`src/rtl/mdu_scoreboard_if.sv`:
```
// Core-side bundle for the mult/div scoreboard: issue, hazard check,
// completion and regfile writeback signals.
interface mdu_scoreboard_if #(
    parameter int unsigned DEPTH    = 2,
    parameter int unsigned REG_BITS = 5,
    parameter int unsigned DATA_W   = 32
);
    localparam int unsigned CNT_W = $clog2(DEPTH + 1);

    logic                issue_valid;
    logic [REG_BITS-1:0] issue_rd;
    logic                issue_ready;
    logic [REG_BITS-1:0] chk_a;
    logic [REG_BITS-1:0] chk_b;
    logic                chk_a_used;
    logic                chk_b_used;
    logic [REG_BITS-1:0] chk_d;
    logic                chk_d_used;
    logic                hazard;
    logic                done_valid;
    logic [DATA_W-1:0]   done_data;
    logic                wb_busy;
    logic                wb_en;
    logic [REG_BITS-1:0] wb_reg;
    logic [DATA_W-1:0]   wb_data;
    logic [CNT_W-1:0]    pending;
    logic                err;

    modport master (
        output issue_valid, issue_rd, chk_a, chk_b, chk_a_used, chk_b_used,
               chk_d, chk_d_used, done_valid, done_data, wb_busy,
        input  issue_ready, hazard, wb_en, wb_reg, wb_data, pending, err
    );

    modport slave (
        input  issue_valid, issue_rd, chk_a, chk_b, chk_a_used, chk_b_used,
               chk_d, chk_d_used, done_valid, done_data, wb_busy,
        output issue_ready, hazard, wb_en, wb_reg, wb_data, pending, err
    );
endinterface

```
`src/rtl/mdu_scoreboard.sv`:
```
// In-order scoreboard and writeback buffer for outstanding mult/div results;
// results retire onto the regfile port only in cycles MW leaves it free.
module mdu_scoreboard #(
    parameter int unsigned DEPTH    = 2,
    parameter int unsigned REG_BITS = 5,
    parameter int unsigned DATA_W   = 32
) (
    input  logic           clock,
    input  logic           reset,
    mdu_scoreboard_if.slave bus
);
    localparam int unsigned PTR_W = (DEPTH > 1) ? $clog2(DEPTH) : 1;
    localparam int unsigned CNT_W = $clog2(DEPTH + 1);

    logic [DEPTH-1:0]    entValid;
    logic [DEPTH-1:0]    entDone;
    logic [REG_BITS-1:0] entRd   [DEPTH];
    logic [DATA_W-1:0]   entData [DEPTH];

    logic [PTR_W-1:0] headPtr;
    logic [PTR_W-1:0] tailPtr;
    logic [PTR_W-1:0] donePtr;
    logic [CNT_W-1:0] count;
    logic             errReg;

    logic issueReady;
    logic issueOk;
    logic issueBad;
    logic doneOk;
    logic doneBad;
    logic headDone;
    logic retire;
    logic hitA;
    logic hitB;
    logic hitD;

    // Completion is in order, so donePtr always names the oldest incomplete
    // entry; when every entry is complete it lands on an invalid or done slot.
    always_comb begin
        issueReady = (count < CNT_W'(DEPTH));
        issueOk    = bus.issue_valid && issueReady;
        issueBad   = bus.issue_valid && !issueReady;
        doneOk     = bus.done_valid && entValid[donePtr] && !entDone[donePtr];
        doneBad    = bus.done_valid && !(entValid[donePtr] && !entDone[donePtr]);
        headDone   = entValid[headPtr] && entDone[headPtr];
        retire     = headDone && !bus.wb_busy;
    end

    always_comb begin
        hitA = 1'b0;
        hitB = 1'b0;
        hitD = 1'b0;
        for (int unsigned i = 0; i < DEPTH; i++) begin
            if (entValid[i]) begin
                if (entRd[i] == bus.chk_a) hitA = 1'b1;
                if (entRd[i] == bus.chk_b) hitB = 1'b1;
                if (entRd[i] == bus.chk_d) hitD = 1'b1;
            end
        end
        // The op launching this cycle is already a hazard source
        if (issueOk) begin
            if (bus.issue_rd == bus.chk_a) hitA = 1'b1;
            if (bus.issue_rd == bus.chk_b) hitB = 1'b1;
            if (bus.issue_rd == bus.chk_d) hitD = 1'b1;
        end
        bus.hazard = (bus.chk_a_used && (bus.chk_a != '0) && hitA)
                  || (bus.chk_b_used && (bus.chk_b != '0) && hitB)
                  || (bus.chk_d_used && (bus.chk_d != '0) && hitD);
    end

    always_ff @(posedge clock) begin
        if (reset) begin
            for (int unsigned i = 0; i < DEPTH; i++) begin
                entRd[i]   <= '0;
                entData[i] <= '0;
            end
            entValid <= '0;
            entDone  <= '0;
            headPtr  <= '0;
            tailPtr  <= '0;
            donePtr  <= '0;
            count    <= '0;
            errReg   <= 1'b0;
        end else begin
            // Issue, completion and retirement always touch distinct slots
            if (issueOk) begin
                entValid[tailPtr] <= 1'b1;
                entDone[tailPtr]  <= 1'b0;
                entRd[tailPtr]    <= bus.issue_rd;
                tailPtr           <= tailPtr + PTR_W'(1);
            end
            if (doneOk) begin
                entDone[donePtr] <= 1'b1;
                entData[donePtr] <= bus.done_data;
                donePtr          <= donePtr + PTR_W'(1);
            end
            if (retire) begin
                entValid[headPtr] <= 1'b0;
                entDone[headPtr]  <= 1'b0;
                entRd[headPtr]    <= '0;
                entData[headPtr]  <= '0;
                headPtr           <= headPtr + PTR_W'(1);
            end
            count <= count + CNT_W'(issueOk) - CNT_W'(retire);
            if (issueBad || doneBad) errReg <= 1'b1;
        end
    end

    always_comb begin
        bus.issue_ready = issueReady;
        bus.wb_en       = retire && (entRd[headPtr] != '0);
        bus.wb_reg      = headDone ? entRd[headPtr] : '0;
        bus.wb_data     = headDone ? entData[headPtr] : '0;
        bus.pending     = count;
        bus.err         = errReg;
    end
endmodule

```
`src/flat_wrapper.sv`:
```
// flat-port wrapper written by rule: the top's interface ports become plain ports
module mdu_scoreboard_flat 
#(
    parameter int unsigned DEPTH    = 2,
    parameter int unsigned REG_BITS = 5,
    parameter int unsigned DATA_W   = 32
)
  (clock, reset, bus_issue_valid, bus_issue_rd, bus_chk_a, bus_chk_b, bus_chk_a_used, bus_chk_b_used, bus_chk_d, bus_chk_d_used, bus_done_valid, bus_done_data, bus_wb_busy, bus_issue_ready, bus_hazard, bus_wb_en, bus_wb_reg, bus_wb_data, bus_pending, bus_err);
  mdu_scoreboard_if #(.DEPTH(DEPTH), .REG_BITS(REG_BITS), .DATA_W(DATA_W)) bus_i ();
  input  logic clock;
  input  logic reset;
  input wire logic [$bits(bus_i.issue_valid)-1:0] bus_issue_valid;
  input wire logic [$bits(bus_i.issue_rd)-1:0] bus_issue_rd;
  input wire logic [$bits(bus_i.chk_a)-1:0] bus_chk_a;
  input wire logic [$bits(bus_i.chk_b)-1:0] bus_chk_b;
  input wire logic [$bits(bus_i.chk_a_used)-1:0] bus_chk_a_used;
  input wire logic [$bits(bus_i.chk_b_used)-1:0] bus_chk_b_used;
  input wire logic [$bits(bus_i.chk_d)-1:0] bus_chk_d;
  input wire logic [$bits(bus_i.chk_d_used)-1:0] bus_chk_d_used;
  input wire logic [$bits(bus_i.done_valid)-1:0] bus_done_valid;
  input wire logic [$bits(bus_i.done_data)-1:0] bus_done_data;
  input wire logic [$bits(bus_i.wb_busy)-1:0] bus_wb_busy;
  output wire logic [$bits(bus_i.issue_ready)-1:0] bus_issue_ready;
  output wire logic [$bits(bus_i.hazard)-1:0] bus_hazard;
  output wire logic [$bits(bus_i.wb_en)-1:0] bus_wb_en;
  output wire logic [$bits(bus_i.wb_reg)-1:0] bus_wb_reg;
  output wire logic [$bits(bus_i.wb_data)-1:0] bus_wb_data;
  output wire logic [$bits(bus_i.pending)-1:0] bus_pending;
  output wire logic [$bits(bus_i.err)-1:0] bus_err;
  assign bus_i.issue_valid = bus_issue_valid;
  assign bus_i.issue_rd = bus_issue_rd;
  assign bus_i.chk_a = bus_chk_a;
  assign bus_i.chk_b = bus_chk_b;
  assign bus_i.chk_a_used = bus_chk_a_used;
  assign bus_i.chk_b_used = bus_chk_b_used;
  assign bus_i.chk_d = bus_chk_d;
  assign bus_i.chk_d_used = bus_chk_d_used;
  assign bus_i.done_valid = bus_done_valid;
  assign bus_i.done_data = bus_done_data;
  assign bus_i.wb_busy = bus_wb_busy;
  assign bus_issue_ready = bus_i.issue_ready;
  assign bus_hazard = bus_i.hazard;
  assign bus_wb_en = bus_i.wb_en;
  assign bus_wb_reg = bus_i.wb_reg;
  assign bus_wb_data = bus_i.wb_data;
  assign bus_pending = bus_i.pending;
  assign bus_err = bus_i.err;
  mdu_scoreboard #(.DEPTH(DEPTH), .REG_BITS(REG_BITS), .DATA_W(DATA_W)) u_core (.clock(clock), .reset(reset), .bus(bus_i));
endmodule
```
`config.mk`:
```
export PLATFORM = sky130hd
export DESIGN_NAME = mdu_scoreboard_flat
export DESIGN_NICKNAME = d
export VERILOG_FILES = /design/src/rtl/mdu_scoreboard_if.sv /design/src/rtl/mdu_scoreboard.sv /design/src/flat_wrapper.sv
export SDC_FILE = /design/constraint.sdc
export NUM_CORES = 1
export LEC_CHECK = 0
export ABC_AREA = 1
export BUFFER_PORTS_ARGS = -buffer_cell sky130_fd_sc_hd__buf_2
export CORE_ASPECT_RATIO = 1.2
export CORE_MARGIN = 3
export CORE_UTILIZATION = 35
export CTS_BUF_LIST = sky130_fd_sc_hd__clkbuf_4 sky130_fd_sc_hd__clkbuf_8 sky130_fd_sc_hd__clkbuf_16
export CTS_CLUSTER_SIZE = 12
export DETAILED_ROUTE_END_ITERATION = 6
export SYNTH_ARGS = -nofsm -noshare
export SYNTH_HDL_FRONTEND = slang
export SYNTH_SLANG_ARGS = --single-unit
```
`constraint.sdc`:
```
create_clock -name clock -period 2.41 [get_ports clock]
set_input_delay 0.482 -clock clock [delete_from_list [all_inputs] [get_ports clock]]
set_output_delay 0.482 -clock clock [all_outputs]
set_load 0.01 [all_outputs]
```
==> results of run 1 <==
## stage by stage
step	area [µm²]	setup slack (ns)	power (mW)
after CTS	5573	0.08981	3.232
after global placement	5296	0.3858	1.960
after floorplan	4662	0.6737	1.790
final	5584	0.2143	3.194
after detailed placement	5296	0.3583	1.959
after global routing	5582	0.01391	3.357
## worst max-delay path: stages, from the launching register on
cell	delay, ns
dfxtp_1	0.42
nand3_1	0.19
nand2_1	0.17
buf_12	0.21
inv_1	0.13
nor2_1	0.12
buf_2	0.14
## layout make-up
| type | count | share of cell area, % |
|---|---|---|
| tap | 164 | 3.675 |
| multi-input combinational | 527 | 44.39 |
| clock buffer | 12 | 4.436 |
| timing repair buffer | 111 | 10.80 |
| antenna | 1 | 0.04481 |
| clock inverter | 4 | 0.4481 |
| inverter | 85 | 5.714 |
| sequential | 85 | 30.50 |
## final timing paths
check / from / to / slack (ns) / cells past startpoint
hold reg to reg: u_core.entData[1][30] / u_core.entData[1][30] / 0.46 / 2
hold / removal: bus_done_data[20] / u_core.entData[0][20] / 0.40 / 3
setup / recovery: u_core.entValid[1] / bus_wb_reg[3] / 0.21 / 6
setup reg to reg: u_core.headPtr / u_core.bus.pending[1] / 0.47 / 11
## cell families after synthesis
| logic type | after synthesis |
|---|---|
| muxes | 32 |
| DFF | 85 |
| and+or+nand+nor | 389 |
| adders and majority gates | 2 |
| AOI/OAI and AO/OA | 103 |
| buffers and inverters | 112 |
| xor gates and xnor gates | 1 |
## cells in the final DEF, fill, tap and decap left out, drive strengths merged
master,synthesis,routed
buf,26,111
nor3,3,3
ha,2,2
clkinv,0,2
nand4,3,3
a21oi,82,82
diode,0,1
o21ai,15,15
o221ai,1,1
a211o,1,1
xor2,1,1
nand3,16,16
o21a,2,2
a21o,1,1
clkinvlp,0,2
mux2,32,32
a41oi,1,1
nor2,54,54
dfxtp,85,85
nand2,313,313
inv,85,85
clkbuf,1,12
## report_power, final
part / internal (mW) / total [mW] / switching (mW) / leakage [nW]
logic: 0.162 / 0.427 / 0.265 / 2.04
registers: 1.46 / 1.50 / 0.0425 / 0.690
clock network: 0.729 / 1.26 / 0.535 / 0.133
## cells in the mapped netlist
library cell  count  area (µm²)
nor3_4            2       32.53
mux2_2           32       360.4
o21ai_0          15       75.07
a21o_1            1       7.510
xor2_1            1       8.760
inv_2             3       11.26
a21oi_1          82       410.4
a211o_1           1       8.760
o21a_1            2       15.01
inv_1            82       307.8
buf_4             4       30.03
nor2_1           50       187.7
a41oi_1           1       8.760
nand3_1          16       80.08
buf_6             3       33.78
nor2_4            2       22.52
clkbuf_1          1       3.750
nand2_2           1       6.260
nor3_1            1       5.000
dfxtp_1          85        1702
nand4_1           3       18.77
nand2_1         312        1171
o221ai_1          1       8.760
nor2_8            1       20.02
ha_1              2       25.02
nor2_2            1       6.260
buf_2            19       95.09
## per-layer routing
layer	up-vias	GRT usage, %	share of wire (%)
li1	2455	-	-
met1	2075	21.27	44
met2	141	31.46	47
met3	31	4.071	6.0
met4	0	7.843	3.1
met5	-	0	0
## registers in the layout, summed over array words and instances (netlist names), named ones only
signal              count
u_core.entData         64
u_core.headPtr          1
u_core.entRd           10
u_core.bus.pending      2
u_core.entDone          2
u_core.donePtr          1
u_core.bus.err          1
u_core.tailPtr          1
u_core.entValid         2
## repair_timing
action | in CTS | in global routing
setup endpoints to repair | 2 | 5
gates resized for setup | 1 | 2
hold buffers | 0 | 0
==> impl_metrics.tcl, run 1 <==
set metrics [dict create \
    insertion_delay_ns 0.34 \
    syn_area_per_cell_um2 6.439 \
    grt_pass1_vias 4600 \
    peakVddDrop_v 0.0003981 \
    period_needed_ns 2.196 \
    tightest_slew_ns 0.5983 \
    synth_xor_area_share_pct 0.1879 \
    syn_to_final_growth_pct 19.78 \
    min_path_type "in -> reg" \
    antenna_left 0 \
    cts_sinks 85 \
    via_count 4702 \
    core_area_um2 12840 \
    ys_seq_elements 85 \
    synth_warnings 0 \
    fmax_ghz 0.4554 \
    ys_seq_area_share_pct 36.50 \
    htreeDepth 3 \
    routedWlPerCell_um 13.40 \
    postCtsSetupRepairBufs 0 \
    end_kind "output pin" \
    multi_input_area_um2 2479 \
    finalHoldViolCount 0 \
    pwr_density_cell_nw_per_um2 572.0 \
    std_cell_rows 45 \
    nFillCells 1415 \
    stdcell_count 989 \
    grt_pass1_wl_mm 21.84 \
    drt_iter0_drc 317 \
    skew_ns 0.008303 \
    root_buffer "clkbuf_16" \
    portBuffers 102 \
    fin_crit_sh_pct 91.11 \
    die_w_um 111.4 \
    fin_util_pct 43.50 \
    grt_max_degree 43 \
    max-slew-margin-rel_pct 60.06 \
    die_h_um 132.4 \
    path_class "reg -> out" \
    cts_tree "yes" \
    die-area_um2 14750 \
    synth_compound_area_share_pct 11.46 \
    grt_overflow 0 \
    report.final.slew_viol_count 0 \
    cts_max_path_buffers 2 \
    crit_fanout 33 \
    synthDistinctLibCells 27 \
    synth_mux_area_share_pct 7.729 \
    nets 881 \
    initial_core_util_pct 36.32 \
    cp-start-kind "flop" \
    ios 103 \
    gp_congestion 0.9650 \
    regArea_um2 1703 \
    clk_pin_slew_ns 0.06 \
    p_leak_nw 2.868 \
    hpwlAfterDp_mm 9.463 \
    synthSimpleGateAreaFrac_pct 33.25 \
    drc 0 \
    wirelength_mm 13.25 \
    synth_top_family_by_area "simple AND/OR/NAND/NOR gates" \
    yosys.area_share.adder_pct 0.5368 \
    drt_first_pass_iters 5 \
    synthCells 724 \
    rsz0062_at_grt "false" \
    drive_above_1_share_pct 20.63 \
    grt.total_usage_pct 18.08 \
    holdWs_ns 0.4028 \
    worstPathArrival_ns 1.71 \
    syn_nets 786 \
    cts_made_buffers 9 \
    finalSetupViolCount 0 \
    viasPerCell 4.754 \
    cap_violations 0 \
    cp.required_ns 1.93 \
    dp_cells 972 \
    netlist_area_um2 4662 \
    antenna_found_initial 0 \
    outcome "complete, no violations" \
    fin_tns_setup_ns 0 \
]
Note: power is estimated with default switching activity, not from simulation.
==> inputs of run 2 (changes only) <==
==> constraint.sdc (replaced) <==
create_clock -name clock -period 2.3 [get_ports clock]
set_input_delay 0.46 -clock clock [delete_from_list [all_inputs] [get_ports clock]]
set_output_delay 0.46 -clock clock [all_outputs]
set_load 0.01 [all_outputs]
==> run 2 against run 1 <==
Total power up 13%. Worst setup slack worse by 0.052 ns. Final area up 1.1%. First-iteration DRC count up 3.2%. Utilization up 0.48 points. Clock power up 25%. Sequential power up 5%. Via count down 0.96%. Non-clock buffer count down 1. Critical path depth unchanged. Die area unchanged. Critical path type unchanged.
==> impl_metrics.tcl, run 2 (synthesis gave the netlist of run 1 again) <==
set metrics [dict create \
    p_sw_uw 883.3 \
    rsz0062_at_grt "false" \
    cp.required_ns 1.84 \
    crit_start "u_core.entDone[0]" \
    fin_crit_sh_pct 92.96 \
    initial_core_util_pct 36.32 \
    cell_internal_pwr_mw 2.720 \
    nets 880 \
    path_class "reg -> out" \
    grt.total_usage_pct 17.95 \
    switching_share_pct 24.52 \
    drt_first_pass_iters 7 \
    outcome "complete, no violations" \
    gp_congestion 0.9790 \
    ios 103 \
    cts_tree "yes" \
    crit_fanout 33 \
    seq_power_share_pct 43.7 \
    grt_pass1_wl_mm 21.69 \
    fmax_ghz 0.4677 \
    wirelength_mm 13.37 \
    crit_end "bus_wb_reg[2]" \
    report.final.slew_viol_count 0 \
    reg2regPathDepth 11 \
    period_needed_ns 2.138 \
    worstPathCellList "nand3_1 > nand2_1 > buf_12 > inv_1 > nor2_1 > buf_2" \
    fin_ws_ns 0.1620 \
    die_w_um 111.4 \
    dp_worst_setup_slack_ns 0.2782 \
    r2r_start "u_core.headPtr" \
    ctsHoldBuffers 0 \
    tightest_slew_ns 0.5956 \
    holdWs_ns 0.3893 \
    min_path_type "in -> reg" \
    cp-start-kind "flop" \
    fin_tns_setup_ns 0 \
    std_cell_rows 45 \
    max-slew-margin-rel_pct 60.24 \
    drive_above_1_share_pct 20.66 \
    viasPerCell 4.718 \
    cp_num_cells 6 \
    num_antenna_cells 0 \
    top_register "u_core.entData" \
    cts_sinks 85 \
    antenna_found_initial 0 \
    clk_pin_slew_ns 0.06 \
    core_area_um2 12840 \
    skew_ns 0.004530 \
    drt_iter0_drc 327 \
    layout_commonest_cell "nand2_1" \
    root_buffer "clkbuf_16" \
    antenna_left 0 \
    worstPathArrival_ns 1.68 \
    end_kind "output pin" \
    cts_max_path_buffers 2 \
    grt_max_degree 43 \
    syn_to_final_growth_pct 21.09 \
    pwr-share-comb_pct 12.5 \
    reg2reg_to "u_core.bus.pending[1]" \
    die_h_um 132.4 \
    p_leak_nw 2.898 \
    hpwlAfterDp_mm 9.434 \
    routedWlPerCell_um 13.54 \
    final_cell_mix "312 x nand2_1, 102 x buf_2, 83 x dfxtp_1" \
    grt_overflow 0 \
    die-area_um2 14750 \
    pwr_density_cell_nw_per_um2 638.2 \
    power_mw 3.603 \
    finalSetupViolCount 0 \
    portBuffers 102 \
    insertion_delay_ns 0.33 \
    drc 0 \
    finalHoldViolCount 0 \
    critPathTopFamily "buffers and inverters" \
    cts_made_buffers 9 \
    worst-path-buf-inv 3 \
    critPathMaxStageDelay_ns 0.39 \
    cap_violations 0 \
    via_count 4657 \
    grt_pass1_vias 4465 \
    reg_top3 "u_core.entData x64, u_core.entRd x10" \
    peakVddDrop_v 0.0005068 \
    htreeDepth 3 \
    r2r_slack_ns 0.37 \
    largest_register_ff_count 64 \
    cp_slowest_cell "dfxtp_1" \
    p_clk_share_pct 43.8 \
]
[run 2: changes by cell type in the layout (fill, tap and decap cells not counted), moves of 2 or more]
| cell | before | now |
|---|---|---|
| clkinvlp_4 | 2 | 0 |
| bufinv_16 | 0 | 2 |
| clkbuf_4 | 3 | 1 |
| buf_4 | 7 | 5 |
| clkbuf_8 | 0 | 2 |
[run 2: timing repair]
item                       CTS  global route
resized for setup            1             3
buffers inserted             0             0
setup endpoints to repair    5             5
[run 2: per-stage QoR]
step	utilization (%)	std cells	area, µm²
detailed placement	41.30	971	5301
CTS	43.90	987	5635
finish	43.98	987	5645
global route	43.98	987	5645
floorplan	-	724	4662
global placement	41.30	971	5301
[run 2: power by group through the flow]
stage          logic (mW)  clock network (mW)  registers (mW)
2_1_floorplan       0.276                   0            1.60
3_3_place_gp        0.450                   0            1.60
3_5_place_dp        0.448                   0            1.61
4_1_cts             0.450                1.62            1.57
5_1_grt             0.507                1.69            1.58
6_report            0.450                1.58            1.57
[run 2: routing by layer]
layer	up-vias	part of all wire (%)	global-route usage, %
met4	0	2.3	6.964
met5	-	0	0
li1	2432	-	-
met3	22	6.1	3.797
met1	2070	44	22.15
met2	133	48	30.58
[run 2: worst min-delay path by stage]
stage          slack (ns)                   from                    end  cells past startpoint
6_report             0.39      bus_done_data[16]  u_core.entData[0][16]                      3
5_1_grt              0.38       bus_done_data[7]   u_core.entData[0][7]                      3
3_5_place_dp         0.45  u_core.entData[1][30]  u_core.entData[1][30]                      2
4_1_cts              0.38      bus_done_data[16]  u_core.entData[1][16]                      3
2_1_floorplan        0.44   u_core.entData[1][0]   u_core.entData[1][0]                      2
3_3_place_gp         0.45  u_core.entData[1][20]  u_core.entData[1][20]                      2
[run 2: layout make-up]
cell class / instances / area, µm²
inverters: 85 / 319.1
multi-input cells: 527 / 2479
flip-flops and latches: 85 / 1704
clock inverters: 4 / 70.07
fillers: 1422 / 7192
well taps: 164 / 205.2
repair buffers: 110 / 608.1
clock buffers: 12 / 260.3
[run 2: worst register-to-register path, stage by stage, from the launching register on]
cell and delay [ns]:
dfxtp_1 0.34, inv_1 0.07, nand3_1 0.15, nand2_1 0.14
nand2_1 0.21, inv_1 0.07, ha_1 0.27, inv_1 0.04
ha_1 0.19, xor2_1 0.15, o21ai_0 0.14, a21oi_1 0.05
==> inputs of run 3 (changes only) <==
--- a/config.mk
+++ b/config.mk
@@ -10,7 +10,7 @@
 export CORE_ASPECT_RATIO = 1.2
 export CORE_MARGIN = 3
 export CORE_UTILIZATION = 35
-export CTS_BUF_LIST = sky130_fd_sc_hd__clkbuf_4 sky130_fd_sc_hd__clkbuf_8 sky130_fd_sc_hd__clkbuf_16
+export CTS_BUF_LIST = sky130_fd_sc_hd__clkbuf_8
 export CTS_CLUSTER_SIZE = 12
 export DETAILED_ROUTE_END_ITERATION = 6
 export SYNTH_ARGS = -nofsm -noshare
==> run 3 against run 2 <==
Final area decreased by 1.4%. Clock power decreased by 25%. First-iteration DRC count increased by 1.8%. Final cell count increased by 0.10%. Critical path type unchanged.
==> impl_metrics.tcl, run 3 (synthesis gave the netlist of run 1 again) <==
set metrics [dict create \
    end_kind "output pin" \
    use_met2_pct 30.72 \
    fin_crit_sh_pct 96.07 \
    cap_violations 0 \
    nets 881 \
    reg_top3 "u_core.entData x64, u_core.entRd x10" \
    postCtsSetupRepairBufs 0 \
    outcome "complete, no violations" \
    root_buffer "clkbuf_8" \
    cp_slowest_cell "dfxtp_1" \
    std_cell_rows 45 \
    max-slew-margin-rel_pct 60.37 \
    holdWs_ns 0.3597 \
    top_register "u_core.entData" \
    grt.total_usage_pct 18.04 \
    dp_worst_setup_slack_ns 0.2782 \
    drt_iter0_drc 333 \
    antenna_left 0 \
    gp_congestion 0.9790 \
    crit_fanout 4 \
    pwr_density_cell_nw_per_um2 576.3 \
    finalSetupViolCount 0 \
    ios 103 \
    die_h_um 132.4 \
    drt_first_pass_iters 5 \
    grt_overflow 0 \
    cts_sinks 85 \
    die_w_um 111.4 \
    cts_tree "yes" \
    peakVddDrop_v 0.0004364 \
    die-area_um2 14750 \
    initial_core_util_pct 36.32 \
    cp.required_ns 1.84 \
    min_path_type "in -> reg" \
    path_class "reg -> out" \
    fmax_ghz 0.4526 \
    critPathMaxStageDelay_ns 0.40 \
    layout_commonest_cell "nand2_1" \
    finalHoldViolCount 0 \
    final_cell_mix "311 x nand2_1, 102 x buf_2, 83 x inv_1, 83 x dfxtp_1, 82 x a21oi_1" \
    num_antenna_cells 0 \
    hpwlAfterDp_mm 9.434 \
    htreeDepth 3 \
    grt-busiest-layer "met2" \
    antenna_found_initial 0 \
    core_area_um2 12840 \
    portBuffers 102 \
    largest_register_ff_count 64 \
    cp-start-kind "flop" \
    syn_to_final_growth_pct 19.43 \
    worstPathCellList "nand3_1 > nand2_2 > nand2_1 > a41oi_1 > buf_2" \
    p_leak_nw 2.863 \
    routedWlPerCell_um 13.69 \
    clk_pin_slew_ns 0.09 \
    period_needed_ns 2.210 \
    grt_util_met3_pct 3.797 \
    skew_ns 0.005740 \
    viasPerCell 4.713 \
    drc 0 \
    insertion_delay_ns 0.35 \
    wirelength_mm 13.53 \
    worstPathArrival_ns 1.75 \
    cts_made_buffers 9 \
    report.final.slew_viol_count 0 \
    tightest_slew_ns 0.5936 \
    grt_max_degree 43 \
    grt_pass1_vias 4496 \
    grt_pass1_wl_mm 21.74 \
    use_met1_pct 22.07 \
    drive_above_1_share_pct 20.75 \
    via_count 4656 \
    cts_max_path_buffers 2 \
    fin_ws_ns 0.09037 \
]
run 3: repair_timing:
item,in CTS,in global routing
gates cloned,0,1
endpoints found under the setup margin,5,5
hold buffers,0,0
resized for setup,3,2
pin swaps,0,0
run 3: layout make-up:
cell class,count,area [µm²]
Sequential cell,85,1704
Clock buffer,11,151.4
Fill cell,1435,7269
Tap cell,164,205.2
Timing Repair Buffer,111,633.1
Clock inverter,5,73.82
Multi-Input combinational cell,527,2481
Inverter,85,319.1
run 3: worst max-delay path, delay by kind of cell (launching register included):
| kind | cells | cell delay, ns |
|---|---|---|
| compound gates | 1 | 0.24 |
| simple gates | 3 | 0.60 |
| flops | 1 | 0.40 |
| buf+inv | 1 | 0.17 |
run 3: path summary, 6_finish.rpt:
check                             start                     to  slack (ns)  depth (start not counted)
setup / recovery      u_core.entDone[0]              bus_wb_en        0.09                          5
setup reg to reg         u_core.headPtr  u_core.bus.pending[1]        0.32                         11
hold reg to reg   u_core.entData[1][11]  u_core.entData[1][11]        0.46                          2
hold / removal         bus_done_data[7]   u_core.entData[0][7]        0.36                          3
run 3: layer usage:
layer  up-vias  routed length [µm]
met5         -                   0
met2       126                6470
met3        24                 736
li1       2429                   -
met4         0                 333
met1      2077                5986
run 3: power breakdown:
| group | leakage, nW | internal (mW) | total, mW | switching (mW) |
|---|---|---|---|---|
| clock | 0.121 | 0.664 | 1.18 | 0.521 |
| sequential | 0.690 | 1.53 | 1.57 | 0.0433 |
| combinational | 2.05 | 0.172 | 0.452 | 0.281 |
| total | 2.86 | 2.36 | 3.21 | 0.845 |
run 3: stage by stage:
step | setup TNS, ns | area (µm²) | cells | utilization [%] | total power [mW]
global route | -0.003818 | 5568 | 988 | 43.37 | 3.383
CTS | 0 | 5539 | 987 | 43.15 | 3.253
finish | 0 | 5568 | 988 | 43.37 | 3.209
global placement | 0 | 5301 | 971 | 41.30 | 2.055
detailed placement | 0 | 5301 | 971 | 41.30 | 2.054
floorplan | 0 | 4662 | 724 | - | 1.875
